--- src/rtl/sin_phase_seq_pkg.sv ---
`default_nettype none
// ============================================================================
// Module   : sin_phase_seq_pkg
// Brief    : Shared defaults, FSM state encodings and quadrant bit positions
//            for the sine voice phase sequencer.
// Revision : 1.0  initial release
// ============================================================================
package sin_phase_seq_pkg;

    // Default geometry: 16-bit phase accumulator feeding a 32 x 6 quarter-wave ROM
    localparam int ACC_W_DFLT  = 16;
    localparam int ROM_AW_DFLT = 5;
    localparam int ROM_DW_DFLT = 6;

    // Sequencer states (2-bit encoding)
    localparam logic [1:0] c_ST_IDLE = 2'd0;
    localparam logic [1:0] c_ST_ADDR = 2'd1;
    localparam logic [1:0] c_ST_WAIT = 2'd2;
    localparam logic [1:0] c_ST_OUT  = 2'd3;

    // Quadrant field: bit 0 mirrors the ROM index, bit 1 negates the sample
    localparam int c_QUAD_MIRROR_BIT = 0;
    localparam int c_QUAD_NEG_BIT    = 1;

endpackage : sin_phase_seq_pkg
`default_nettype wire

--- src/rtl/sin_phase_seq_if.sv ---
`default_nettype none
// ============================================================================
// Module   : sin_phase_seq_if
// Brief    : Control / ROM / sample bundle of the sine phase sequencer.
//            Optional macro SIN_PHASE_SYNC_EN adds the phase_sync input.
// Revision : 1.0  initial release
// ============================================================================
interface sin_phase_seq_if
    import sin_phase_seq_pkg::*;
#(
    parameter int ACC_W  = ACC_W_DFLT,
    parameter int ROM_AW = ROM_AW_DFLT,
    parameter int ROM_DW = ROM_DW_DFLT
);

    logic              en;
    logic              sample_tick;
    logic [ACC_W-1:0]  freq_word;
    logic              rom_en;
    logic [ROM_AW-1:0] rom_addr;
    logic [ROM_DW-1:0] rom_data;
    logic [ROM_DW:0]   sample_out;
    logic              sample_valid;
    logic              tick_drop;
`ifdef SIN_PHASE_SYNC_EN
    logic              phase_sync;
`endif

    // Controller / ROM side
    modport master (
`ifdef SIN_PHASE_SYNC_EN
        output phase_sync,
`endif
        output en, sample_tick, freq_word, rom_data,
        input  rom_en, rom_addr, sample_out, sample_valid, tick_drop
    );

    // Sequencer side
    modport slave (
`ifdef SIN_PHASE_SYNC_EN
        input  phase_sync,
`endif
        input  en, sample_tick, freq_word, rom_data,
        output rom_en, rom_addr, sample_out, sample_valid, tick_drop
    );

endinterface : sin_phase_seq_if
`default_nettype wire

--- src/rtl/sin_phase_seq_acc.sv ---
`default_nettype none
// ============================================================================
// Module   : sin_phase_acc
// Brief    : Phase accumulator register with load-zero and advance controls.
//            Exposes only the top PH_W bits used for ROM addressing.
// Revision : 1.0  initial release
// ============================================================================
module sin_phase_acc
    import sin_phase_seq_pkg::*;
#(
    parameter int ACC_W = ACC_W_DFLT,
    parameter int PH_W  = ROM_AW_DFLT + 2
) (
    input  wire logic             clk,
    input  wire logic             rst,
    input  wire logic             i_load_zero,
    input  wire logic             i_advance,
    input  wire logic [ACC_W-1:0] i_freq_word,
    output logic      [PH_W-1:0]  o_phase
);

    logic [ACC_W-1:0] r_acc;

    // Load-zero wins over advance; advance wraps modulo 2^ACC_W
    always_ff @(posedge clk or posedge rst) begin
        if (rst) begin
            r_acc <= '0;
        end else if (i_load_zero) begin
            r_acc <= '0;
        end else if (i_advance) begin
            r_acc <= r_acc + i_freq_word;
        end
    end

    assign o_phase = r_acc[ACC_W-1 -: PH_W];

endmodule : sin_phase_acc
`default_nettype wire

--- src/rtl/sin_phase_seq.sv ---
`default_nettype none
// ============================================================================
// Module   : sin_phase_seq
// Brief    : Phase accumulator and quadrant sequencer for the sine voice.
//            Drives a quarter-wave ROM (1-cycle read latency) and rebuilds a
//            signed full-wave sample by index mirroring and negation.
//            Optional macro SIN_PHASE_SYNC_EN adds phase_sync (acc reset).
// Revision : 1.0  initial release
// ============================================================================
module sin_phase_seq
    import sin_phase_seq_pkg::*;
#(
    parameter int ACC_W  = ACC_W_DFLT,
    parameter int ROM_AW = ROM_AW_DFLT,
    parameter int ROM_DW = ROM_DW_DFLT
) (
    input  wire logic      clk,
    input  wire logic      rst,
    sin_phase_seq_if.slave bus
);

    localparam int PH_W = ROM_AW + 2;

    logic [1:0]        r_state;
    logic [1:0]        w_state_nxt;
    logic [PH_W-1:0]   w_phase;
    logic [1:0]        w_quad;
    logic [ROM_AW-1:0] w_idx;
    logic              w_sync;
    logic              w_busy;
    logic              w_advance;
    logic [ROM_DW:0]   w_mag;
    logic [ROM_DW:0]   w_mag_neg;

    logic              r_rom_en,   w_rom_en_nxt;
    logic [ROM_AW-1:0] r_rom_addr, w_rom_addr_nxt;
    logic [1:0]        r_quad_q,   w_quad_q_nxt;
    logic [ROM_DW:0]   r_sample,   w_sample_nxt;
    logic              r_valid,    w_valid_nxt;
    logic              r_drop,     w_drop_nxt;

`ifdef SIN_PHASE_SYNC_EN
    assign w_sync = bus.phase_sync;
`else
    assign w_sync = 1'b0;
`endif

    // A tick is only taken in IDLE while enabled and not overridden by sync
    assign w_busy    = (r_state != c_ST_IDLE);
    assign w_advance = bus.en & bus.sample_tick & ~w_busy & ~w_sync;

    sin_phase_acc #(
        .ACC_W (ACC_W),
        .PH_W  (PH_W)
    ) u_acc (
        .clk         (clk),
        .rst         (rst),
        .i_load_zero (w_sync),
        .i_advance   (w_advance),
        .i_freq_word (bus.freq_word),
        .o_phase     (w_phase)
    );

    assign w_quad    = w_phase[PH_W-1 -: 2];
    assign w_idx     = w_phase[ROM_AW-1:0];
    assign w_mag     = {1'b0, bus.rom_data};
    assign w_mag_neg = '0 - w_mag;

    // State register
    always_ff @(posedge clk or posedge rst) begin
        if (rst) begin
            r_state <= c_ST_IDLE;
        end else begin
            r_state <= w_state_nxt;
        end
    end

    // Next-state: sync or disable abort to IDLE, otherwise walk the sequence
    always_comb begin
        w_state_nxt = r_state;
        if (w_sync || !bus.en) begin
            w_state_nxt = c_ST_IDLE;
        end else begin
            case (r_state)
                c_ST_IDLE: if (bus.sample_tick) w_state_nxt = c_ST_ADDR;
                c_ST_ADDR: w_state_nxt = c_ST_WAIT;
                c_ST_WAIT: w_state_nxt = c_ST_OUT;
                c_ST_OUT:  w_state_nxt = c_ST_IDLE;
                default:   w_state_nxt = c_ST_IDLE;
            endcase
        end
    end

    // Output next-values: address mirroring, ROM enable, sign rebuild, pulses
    always_comb begin
        w_rom_en_nxt   = r_rom_en;
        w_rom_addr_nxt = r_rom_addr;
        w_quad_q_nxt   = r_quad_q;
        w_sample_nxt   = r_sample;
        w_valid_nxt    = 1'b0;
        w_drop_nxt     = 1'b0;
        if (w_sync) begin
            // Sync keeps the last sample on the output but abandons the read
            w_rom_en_nxt = 1'b0;
        end else if (!bus.en) begin
            w_rom_en_nxt = 1'b0;
            w_sample_nxt = '0;
        end else begin
            w_drop_nxt = bus.sample_tick & w_busy;
            case (r_state)
                c_ST_ADDR: begin
                    w_rom_addr_nxt = w_quad[c_QUAD_MIRROR_BIT] ? ~w_idx : w_idx;
                    w_quad_q_nxt   = w_quad;
                    w_rom_en_nxt   = 1'b1;
                end
                c_ST_WAIT: begin
                    w_rom_en_nxt = 1'b1;
                end
                c_ST_OUT: begin
                    w_sample_nxt = r_quad_q[c_QUAD_NEG_BIT] ? w_mag_neg : w_mag;
                    w_valid_nxt  = 1'b1;
                    w_rom_en_nxt = 1'b0;
                end
                default: begin
                end
            endcase
        end
    end

    // Output registers
    always_ff @(posedge clk or posedge rst) begin
        if (rst) begin
            r_rom_en   <= 1'b0;
            r_rom_addr <= '0;
            r_quad_q   <= '0;
            r_sample   <= '0;
            r_valid    <= 1'b0;
            r_drop     <= 1'b0;
        end else begin
            r_rom_en   <= w_rom_en_nxt;
            r_rom_addr <= w_rom_addr_nxt;
            r_quad_q   <= w_quad_q_nxt;
            r_sample   <= w_sample_nxt;
            r_valid    <= w_valid_nxt;
            r_drop     <= w_drop_nxt;
        end
    end

    assign bus.rom_en       = r_rom_en;
    assign bus.rom_addr     = r_rom_addr;
    assign bus.sample_out   = r_sample;
    assign bus.sample_valid = r_valid;
    assign bus.tick_drop    = r_drop;

endmodule : sin_phase_seq
`default_nettype wire

--- src/flat_wrapper.sv ---
// flat-port wrapper written by rule: the top's interface ports become plain ports
module sin_phase_seq_flat import sin_phase_seq_pkg::*;
#(
    parameter int ACC_W  = ACC_W_DFLT,
    parameter int ROM_AW = ROM_AW_DFLT,
    parameter int ROM_DW = ROM_DW_DFLT
)
  (clk, rst, bus_en, bus_sample_tick, bus_freq_word, bus_rom_data, bus_rom_en, bus_rom_addr, bus_sample_out, bus_sample_valid, bus_tick_drop);
  sin_phase_seq_if #(.ACC_W(ACC_W), .ROM_AW(ROM_AW), .ROM_DW(ROM_DW)) bus_i ();
  input  wire logic clk;
  input  wire logic rst;
  input wire logic [$bits(bus_i.en)-1:0] bus_en;
  input wire logic [$bits(bus_i.sample_tick)-1:0] bus_sample_tick;
  input wire logic [$bits(bus_i.freq_word)-1:0] bus_freq_word;
  input wire logic [$bits(bus_i.rom_data)-1:0] bus_rom_data;
  output wire logic [$bits(bus_i.rom_en)-1:0] bus_rom_en;
  output wire logic [$bits(bus_i.rom_addr)-1:0] bus_rom_addr;
  output wire logic [$bits(bus_i.sample_out)-1:0] bus_sample_out;
  output wire logic [$bits(bus_i.sample_valid)-1:0] bus_sample_valid;
  output wire logic [$bits(bus_i.tick_drop)-1:0] bus_tick_drop;
  assign bus_i.en = bus_en;
  assign bus_i.sample_tick = bus_sample_tick;
  assign bus_i.freq_word = bus_freq_word;
  assign bus_i.rom_data = bus_rom_data;
  assign bus_rom_en = bus_i.rom_en;
  assign bus_rom_addr = bus_i.rom_addr;
  assign bus_sample_out = bus_i.sample_out;
  assign bus_sample_valid = bus_i.sample_valid;
  assign bus_tick_drop = bus_i.tick_drop;
  sin_phase_seq #(.ACC_W(ACC_W), .ROM_AW(ROM_AW), .ROM_DW(ROM_DW)) u_core (.clk(clk), .rst(rst), .bus(bus_i));
endmodule
--- config.mk ---
export PLATFORM = sky130hd
export DESIGN_NAME = sin_phase_seq_flat
export DESIGN_NICKNAME = d
export VERILOG_FILES = /design/src/rtl/sin_phase_seq_pkg.sv /design/src/rtl/sin_phase_seq_if.sv /design/src/rtl/sin_phase_seq_acc.sv /design/src/rtl/sin_phase_seq.sv /design/src/flat_wrapper.sv
export SDC_FILE = /design/constraint.sdc
export NUM_CORES = 1
export LEC_CHECK = 0
export ABC_CLOCK_PERIOD_IN_PS = 3250
export BUFFER_PORTS_ARGS = -buffer_cell sky130_fd_sc_hd__buf_2
export CORE_UTILIZATION = 56
export CTS_BUF_LIST = sky130_fd_sc_hd__clkbuf_16
export DETAILED_ROUTE_END_ITERATION = 10
export PLACE_DENSITY = 0.89
export SLEW_MARGIN = 40
export SYNTH_ARGS = -nofsm -noshare
export SYNTH_HDL_FRONTEND = slang
export SYNTH_SLANG_ARGS = --single-unit
--- constraint.sdc ---
create_clock -name clk -period 3.25 [get_ports clk]
set_input_delay 0.4875 -clock clk [delete_from_list [all_inputs] [get_ports clk]]
set_output_delay 0.4875 -clock clk [all_outputs]
set_load 0.005 [all_outputs]
* After elaboration in Yosys (flattened, before gate mapping)
Cells that the tools add are included.
** Cells by class
- Bitwise logic cells :: 5
- Reductions and logical operators :: 4
- Eq/ne operators :: 6
- Add/sub/neg operators :: 2
- Muxes and demuxes :: 12
** Operators with widths (number)
- 7-bit 2-to-1 mux :: 3
- 16-bit adder :: 1
- 2-bit case mux with 4 select lines :: 1
- 1-bit by 6-bit subtractor with 7-bit output (first input constant) :: 1
- 5-bit 2-to-1 mux :: 1
- 5-bit inverter :: 1
- 2-bit equality test (second input constant) :: 2
- 1-bit 2-to-1 mux :: 4
- 2-bit 2-to-1 mux :: 2
- 1-bit bitwise AND :: 3
- 3-bit by 2-bit inequality test with 1-bit output (second input constant) :: 1
- 3-bit inequality test (second input constant) :: 1
- 2-bit by 1-bit equality test with 1-bit output (second input constant) :: 1
- 2-bit zero test :: 1
- 2-bit by 1-bit inequality test with 1-bit output (second input constant) :: 1
- 1-bit case mux with 2 select lines :: 1
- 2-bit AND reduction :: 1
- 2-bit nonzero test :: 1
- 2-bit OR reduction :: 1
- 1-bit inverter :: 1
** Storage, ports and cells
- Register bits after elaboration :: 35
- Output and inout port bits :: 15

* Logic depth before layout (Yosys ltp)
Gate-level depths: netlist of the first run.
- Depth in word-level cells :: 4
- Mapped depth :: 8

* Cells and area by module
Synthesis of the first run repeated with hierarchy kept, for this count alone.
** Second synthesis, totals
- Cells, all modules :: 265
- Area, all modules :: 2369.8 sq um
** By module, submodules not included
- sin_phase_acc :: area each 1447.6 sq um, cells each 169, times used 1, seq. area each 400.4 sq um
- sin_phase_seq :: area each 922.1 sq um, cells each 96, times used 1, seq. area each 450.4 sq um

* Worst setup path after synthesis of the first run
No wires, ideal clock.
- Path kind :: input -> register
- From :: in bus_freq_word[0]
- To :: reg u_core.u_acc.r_acc[12]
- Path buffers :: 0
- Arrival time :: 2304 ps
- Required time :: 3181 ps
- Stages on the path :: 7
- Setup slack :: 877 ps
- Library setup time :: 69 ps
- Cell sequence :: ha_1 -> fa_1 -> a21o_1 -> a221oi_2 -> o21ai_2 -> or4b_1 -> nand3_1
** On the way
- Longest elaborated chain between the ends :: 1
** RTL lines
- from (decl) :: line flat_wrapper.sv:14 : input wire logic [$bits(bus_i.freq_word)-1:0] bus_freq_word;
- 16-bit adder :: line sin_phase_seq_acc.sv:31 : r_acc <= r_acc + i_freq_word;
- to (signal assigned) :: line sin_phase_seq_acc.sv:31
- to (decl) :: line sin_phase_seq_acc.sv:22 : logic [ACC_W-1:0] r_acc;
Every way passes these cells.
A chain may end at the register's enable or synchronous reset.

* Worst setup path after layout of the first run
- From :: reg u_core.u_acc.r_acc[0]
- To :: reg u_core.u_acc.r_acc[12]
** On the way
- Longest elaborated chain between the ends :: 1
** RTL lines (line)
- 16-bit adder :: sin_phase_seq_acc.sv:31
Every way passes these cells.

==> out/metrics.csv, run 1 <==
metric;value;unit
status;finished, final reports clean;
I/O Buffers;40;
Final min period;2480;ps
most frequent cells in the layout;buf_2, dfrtp_1, nand2_1, ha_1, nor2_1;
Synth-to-Final Area Change;15.4;%
gpl congestion;0.920;
asr flop ratio synth;100;%
Power Total;2.35;mW
area leader, netlist;dfrtp_1;
fraction of layout cells with a size suffix above 1;19.7;%
crit path kind;flip-flop to flip-flop;
Core ar.;0.00380;mm^2
post-synthesis sequential area ratio;37.2;%
Post-Route WL;4910;um
IO Pins;41;
FF+latch count, synth;34;
clk_lat worst skew;280;ps
syn nets;301;
Synth Cell Area;0.00229;mm^2
HP Class;input pin to asynchronous set/reset pin;
Clock Skew;4.54;ps
PwrDens;889;mW/mm^2
Multi-input gate area;0.00134;mm^2
register area;851;um^2
Pleak;1.27;nW
largest net degree at the start of global routing;35;
Post-DP HPWL;3350;um
fin util;69.5;%
Slew Viols, Final;0;
Buf/Inv on CP;0;
Cell Chain, Critical Path;ha_1 -> fa_1 -> a21o_1 -> a221oi_2 -> o21ai_2 -> or4b_1 -> nand3_1;
DIE AREA;0.00435;mm^2
WHS;296;ps
EDFF count, synth;0;
Arr. time, crit path;2690;ps
CTS Buf Count;5;
Unique masters post-synth;50;
Synth Flop Type;dfrtp_1;
Tcrit/Tclk final;76.2;%
Die Span Y;65.9;um
Max Cap Viol;0;
cell depth of the worst setup path;7;
Mapped Cells;254;
Clk Tree Root Cell;clkbuf_16;
Worst Path Required;3460;ps
fmax;404;MHz
met2 Use GR;43.1;%
syn avg cell area;9.01;um^2
Max VDD drop;0.465;mV
DR WL/cell;14.5;um
DP Area;0.00250;mm^2
vias in the first global route;1806;
NumNets Final;336;
most common cell after layout, fill and taps aside;buf_2;
number of warning messages in the yosys log;0;
Sum Neg Setup Slack;0;ps
drc violations;0;
CTS Buffer Depth;2;
startpoint types;flip-flop;
worst-path fanout max;4;
relative slew slack;68.1;%
CTS H-tree depth;2;
met1 Track Usage GR;32.0;%
met3 Resource Use GR;6.03;%
Fill cells;299;
# setup viols final;0;
slowest CP cell;or4b_1;
busiest layer in global routing;met2;
hold_buf cts;0;
RSZ-0062 raised after global routing;false;
final-report hold violation count;0;
ranking of synthesized cells by area;dfrtp_1, ha_1, nand2_1;
cell family with most CP delay;compound AO/OA/AOI/OAI gates;
CTS sink count;34;
initial DRC count;141;
share of the synthesized area in the top cell type;37.2;%
Setup crit end kind;flip-flop;
CTS clk-pin slew, worst paths;50;ps
via/cell ratio;5.70;
GRT overflow;0;
CTS tree;built;
Post CTS Setup Buffer Count;0;
Slew @ Worst Pin;478;ps
Site Rows;22;
Vias;1927;
first-pass GRT wire length;8330;um
# resized after CTS;0;
DR pass1 iterations;4;
worst-case reg-to-reg path depth;7;
crit-path max cell delay;470;ps
antenna violations before repair;0;
die width;65.9;um
Total GRT Usage;25.7;%
Initial Utilization;60.2;%
Antenna Nets Post-Route;0;
Antenna diodes;0;
final instance area;0.00264;mm^2
## per-layer routing
metal / wire length, um / vias to the layer above
li1: - / 974
met2: 2460 / 47
met4: 84 / 0
met1: 2140 / 899
met5: 0 / -
met3: 229 / 7
## area by class of cell
type	instances	area share [%]
Multi-Input combinational cell	197	50.7
Tap cell	48	2.27
Clock inverter	3	0.616
Clock buffer	5	4.74
Inverter	9	1.28
Timing Repair Buffer	42	8.15
Sequential cell	34	32.2
## cell families after synthesis
logic type	Yosys count	synth area share [%]
AO/OA/AOI/OAI	65	18.8
XOR/XNOR	17	6.51
adder cells (fa/ha/maj)	21	11.8
buffers and inverters	23	4.32
flip-flops	34	37.2
multiplexers	7	3.17
AND/OR/NAND/NOR	87	18.2
## report_power, final
group	switching, mW	internal (mW)
registers	0.136	0.590
logic	0.656	0.510
clock network	0.175	0.279
## path summary, 6_finish.rpt
| kind | slack [ps] | endpoint | start |
|---|---|---|---|
| worst max-delay path | 770 | u_core.u_acc.r_acc[12] | u_core.u_acc.r_acc[0] |
| worst min-delay path | 300 | u_core.bus.sample_out[3] | rst |
| worst max register to register | 770 | u_core.u_acc.r_acc[12] | u_core.u_acc.r_acc[0] |
| worst min register to register | 480 | u_core.u_acc.r_acc[6] | u_core.u_acc.r_acc[6] |
| max in group asynchronous | 2650 | u_core.bus.sample_out[1] | rst |
| min in group clk | 460 | u_core.bus.tick_drop | bus_sample_tick |
## cells in the mapped netlist (2+ instances only)
library cell	instances
dfrtp_1	34
nand2_1	33
ha_1	20
nor2_1	19
a21oi_1	18
o21ai_0	15
nand3_1	10
xnor2_1	10
inv_1	8
clkbuf_1	7
xor2_1	7
a21o_1	6
a211oi_1	5
mux2i_1	5
nor3_1	5
and2_1	4
nand2b_1	3
nand4_1	3
a211o_1	2
a31oi_1	2
and3_1	2
buf_2	2
buf_4	2
clkbuf_2	2
mux2_2	2
o21bai_1	2
o311ai_0	2
o31ai_1	2
## per-stage QoR
| stage | setup WS, ps | instances |
|---|---|---|
| after floorplan | 877 | 254 |
| after global placement | 665 | 330 |
| final | 773 | 338 |
| after CTS | 794 | 338 |
| after detailed placement | 612 | 330 |
| after global routing | 704 | 338 |
## tightest hold or removal path: cells and delay by family
kind                   cells  cell delay [ps]
buffers and inverters      3              520
## flip-flops by register name, summed over array words and instances, names as in the netlist
name / flops
u_core.bus.rom_addr: 5
u_core.bus.rom_en: 1
u_core.bus.sample_out: 7
u_core.bus.sample_valid: 1
u_core.bus.tick_drop: 1
u_core.r_quad_q: 1
u_core.r_state: 2
u_core.u_acc.r_acc: 16
(Power assumes the default switching activity.)
==> run 2, diff against run 1 <==
Settings changed: ABC_CLOCK_PERIOD_IN_PS 3250 to 2600.
Clock period 3.25 ns to 2.6 ns, I/O delays scaled along.
==> run 2 against run 1 <==
Effect of this change:
- total power is 28% higher
- sequential power is 24% higher
- first-iteration DRC count is 33% lower
- maximum frequency is 6.5% higher
- non-clock buffer count is 5 higher
- flip-flop and latch count stayed put
- critical path type unchanged
- largest power group unchanged
- highest routed layer unchanged
==> out/metrics.csv, run 2 (same netlist as run 1, synthesis figures left out) <==
metric;value;unit
Slew @ Worst Pin;655;ps
CTS H-tree depth;2;
WHS;184;ps
DR pass1 iterations;4;
Die Span Y;65.9;um
clk_lat worst skew;290;ps
crit path kind;flip-flop to flip-flop;
Total GRT Usage;26.3;%
vias in the first global route;1910;
RSZ-0062 raised after global routing;false;
fraction of layout cells with a size suffix above 1;21.0;%
Pleak;1.30;nW
first-pass GRT wire length;8550;um
Largest register FFs;16;
largest net degree at the start of global routing;19;
I/O Buffers;40;
fmax;430;MHz
Antenna Nets Post-Route;0;
Final min period;2330;ps
most common cell after layout, fill and taps aside;buf_2;
Arr. time, crit path;2550;ps
hold_buf cts;0;
IO Pins;41;
via/cell ratio;5.85;
die width;65.9;um
Site Rows;22;
NumNets Final;341;
most frequent cells in the layout;buf_2, dfrtp_1, nand2_1, ha_1, nor2_1;
# setup viols final;0;
# resized after CTS;0;
initial DRC count;95;
startpoint types;flip-flop;
Post-Route WL;4970;um
Post CTS Setup Buffer Count;0;
Clk Tree Root Cell;clkbuf_16;
Synth-to-Final Area Change;17.0;%
Tcrit/Tclk final;89.5;%
Initial Utilization;60.2;%
DR WL/cell;14.5;um
Max VDD drop;0.566;mV
DIE AREA;0.00435;mm^2
worst-path fanout max;3;
Top reg by flops;u_core.u_acc.r_acc;
Clock Skew;6.53;ps
Vias;2006;
Slew Viols, Final;0;
drc violations;0;
Worst Path Required;2830;ps
status;finished, final reports clean;
PwrDens;1120;mW/mm^2
Sum Neg Setup Slack;0;ps
CTS Buf Count;5;
Max Cap Viol;0;
relative slew slack;56.3;%
CTS Buffer Depth;2;
Antenna diodes;0;
CTS sink count;34;
CTS tree;built;
antenna violations before repair;0;
gpl congestion;0.877;
CTS clk-pin slew, worst paths;60;ps
Post-DP HPWL;3750;um
HP Class;input pin to asynchronous set/reset pin;
GRT overflow;0;
reg2reg setup slack;270;ps
Fill cells;306;
Setup crit end kind;flip-flop;
final-report hold violation count;0;
Core ar.;0.00380;mm^2
==> run 2: cell count changes in the layout (fill, tap and decap cells not counted), sizes merged <==
cell,change
buf,+5
==> run 2: critical path, cell delays in order (launching register included) <==
cell and delay (ps):
dfrtp_1 380, ha_1 210, fa_1 410, a21o_1 230, a221oi_2 320, o21ai_2 130
or4b_1 480, nand3_1 90
==> run 2: metal layers <==
metal  global-route usage, %  wire length (um)
met1                    31.9              2120
met2                    43.2              2470
met3                    7.07               300
met4                    11.4                80
met5                       0                 0
==> run 2: cell type report <==
| class | instances | area [um^2] | area share [%] |
|---|---|---|---|
| Multi-Input combinational cell | 197 | 1340 | 50.0 |
| Sequential cell | 34 | 851 | 31.8 |
| Clock buffer | 5 | 125 | 4.67 |
| Timing Repair Buffer | 47 | 253 | 9.44 |
| Tap cell | 48 | 60.1 | 2.24 |
| Clock inverter | 3 | 16.3 | 0.607 |
| Inverter | 9 | 33.8 | 1.26 |
==> run 2: metrics by stage <==
step | cells | util (%) | area [um^2] | setup slack (ps) | total power [mW]
3_5_place_dp | 335 | 66.8 | 2540 | 172 | 2.39
5_1_grt | 343 | 70.5 | 2680 | 196 | 3.24
6_report | 343 | 70.5 | 2680 | 274 | 3.00
3_3_place_gp | 335 | 66.8 | 2540 | 245 | 2.32
4_1_cts | 343 | 70.5 | 2680 | 284 | 2.99
2_1_floorplan | 254 | - | 2290 | 325 | 2.02
==> run 2: power breakdown <==
| group | switching [mW] | leakage (nW) | total (mW) | internal (mW) |
|---|---|---|---|---|
| Clock | 0.229 | 0.0672 | 0.578 | 0.349 |
| Sequential | 0.161 | 0.431 | 0.899 | 0.737 |
| Combinational | 0.851 | 0.798 | 1.52 | 0.668 |
| Total | 1.24 | 1.30 | 3.00 | 1.75 |
==> run 2: final timing paths <==
check	from	to	cells past startpoint
setup / recovery	u_core.u_acc.r_acc[0]	u_core.u_acc.r_acc[12]	7
hold / removal	rst	u_core.bus.rom_addr[4]	2
setup reg to reg	u_core.u_acc.r_acc[0]	u_core.u_acc.r_acc[12]	7
hold reg to reg	u_core.u_acc.r_acc[4]	u_core.u_acc.r_acc[4]	2
max in group asynchronous	rst	u_core.u_acc.r_acc[7]	3
min in group clk	bus_sample_tick	u_core.bus.tick_drop	3
==> run 3, diff against run 2 <==
Settings changed: ABC_CLOCK_PERIOD_IN_PS 2600 to 2800, CAP_MARGIN set to 15, CORE_UTILIZATION 56 to 60, MAX_ROUTING_LAYER set to met4, PLACE_DENSITY 0.89 to 0.94.
Clock period 2.6 ns to 2.8 ns, I/O delays scaled along.
==> run 3 against run 2 <==
Effect of this change:
- sequential power fell by 6.5%
- die area fell by 6.5%
- critical endpoint unchanged
- hold slack improved by 36 ps
- global-route usage rose by 1.3 points
- total power fell by 8.5%
==> out/metrics.csv, run 3 (same netlist as run 1, synthesis figures left out) <==
metric;value;unit
status;finished, final reports clean;
CTS H-tree depth;2;
crit path kind;flip-flop to flip-flop;
crit path capture;u_core.u_acc.r_acc[12];
reg2reg setup slack;480;ps
worst-path fanout max;3;
clk_lat worst skew;290;ps
cell family with most CP delay;compound AO/OA/AOI/OAI gates;
Slew @ Worst Pin;465;ps
HP Class;input pin to asynchronous set/reset pin;
NumNets Final;338;
Pleak;1.28;nW
antenna violations before repair;0;
PwrDens;1030;mW/mm^2
Top reg by flops;u_core.u_acc.r_acc;
FF-to-FF Start;u_core.u_acc.r_acc[0];
Sum Neg Setup Slack;0;ps
CTS Buffer Depth;2;
Post CTS Setup Buffer Count;0;
Post-DP HPWL;3690;um
I/O Buffers;40;
crit-path max cell delay;470;ps
most frequent cells in the layout;buf_2, dfrtp_1, nand2_1, ha_1, nor2_1;
RSZ-0062 raised after global routing;false;
DR pass1 iterations;4;
register area;851;um^2
CTS Buf Count;5;
# resized after CTS;0;
CTS clk-pin slew, worst paths;50;ps
worst-case reg-to-reg path depth;7;
Slew Viols, Final;0;
Largest register FFs;16;
largest net degree at the start of global routing;35;
hold_buf cts;0;
Final min period;2320;ps
Buf/Inv on CP;0;
GRT overflow;0;
Total GRT Usage;27.5;%
Initial Utilization;62.5;%
die width;63.8;um
Synth-to-Final Area Change;16.0;%
IO Pins;41;
Setup crit end kind;flip-flop;
Antenna diodes;0;
most common cell after layout, fill and taps aside;buf_2;
via/cell ratio;5.78;
cell depth of the worst setup path;7;
DP Area;0.00251;mm^2
final instance area;0.00266;mm^2
fmax;430;MHz
Multi-input gate area;0.00134;mm^2
drc violations;0;
gpl congestion;0.920;
Fill cells;268;
Site Rows;22;
WHS;220;ps
DR WL/cell;14.3;um
RR Endpoint;u_core.u_acc.r_acc[12];
DIE AREA;0.00407;mm^2
CTS tree;built;
fraction of layout cells with a size suffix above 1;20.2;%
vias in the first global route;1865;
final-report hold violation count;0;
CP Launch Point;u_core.u_acc.r_acc[0];
Antenna Nets Post-Route;0;
Core ar.;0.00366;mm^2
Worst Path Required;3020;ps
Tcrit/Tclk final;83.0;%
Cell Chain, Critical Path;ha_1 -> fa_1 -> a21o_1 -> a221oi_2 -> o21ai_2 -> or4b_1 -> nand3_1;
initial DRC count;128;
Clock Skew;4.52;ps
first-pass GRT wire length;8290;um
Die Span Y;63.8;um
CTS sink count;34;
Clk Tree Root Cell;clkbuf_16;
Post-Route WL;4860;um
relative slew slack;69.0;%
startpoint types;flip-flop;
# setup viols final;0;
Vias;1966;
slowest CP cell;or4b_1;
Max VDD drop;0.597;mV
Arr. time, crit path;2540;ps
Max Cap Viol;0;
run 3: final cells by class:
| type | count | share of cell area [%] |
|---|---|---|
| Clock inverter | 3 | 0.613 |
| Inverter | 9 | 1.27 |
| Timing Repair Buffer | 44 | 8.67 |
| Sequential cell | 34 | 32.0 |
| Multi-Input combinational cell | 197 | 50.4 |
| Clock buffer | 5 | 4.71 |
| Tap cell | 48 | 2.26 |
run 3: routing by layer:
metal / global-route usage, % / share of wire (%)
met5: - / 0
met4: 10.5 / 3.0
met3: 7.14 / 4.1
met2: 44.4 / 50
met1: 33.0 / 43
run 3: power breakdown:
group / leakage, nW / internal (mW) / total, mW / switching [mW]
Combinational: 0.783 / 0.605 / 1.37 / 0.765
Clock: 0.0672 / 0.324 / 0.530 / 0.206
Sequential: 0.431 / 0.685 / 0.841 / 0.156
run 3: stage by stage:
stage	instances	power [mW]	setup WS (ps)	util, %
floorplan	254	1.88	495	-
global placement	332	2.13	403	68.7
detailed placement	332	2.21	353	68.7
CTS	340	2.75	491	72.5
global route	340	2.97	404	72.5
finish	340	2.74	475	72.5
run 3: how the worst min path moves through the flow:
stage | from | end | slack (ps) | cells after the start
after global placement | u_core.u_acc.r_acc[0] | u_core.u_acc.r_acc[0] | 470 | 2
after CTS | rst | u_core.bus.rom_addr[1] | 240 | 3
after detailed placement | u_core.u_acc.r_acc[0] | u_core.u_acc.r_acc[0] | 480 | 2
after floorplan | u_core.u_acc.r_acc[0] | u_core.u_acc.r_acc[0] | 450 | 2
after global routing | rst | u_core.bus.rom_addr[2] | 280 | 3
final | rst | u_core.bus.rom_addr[1] | 220 | 3
run 3: worst min-delay path, cell delays in order:
cell,delay [ps]
buf_2,90
inv_1,40
buf_4,370
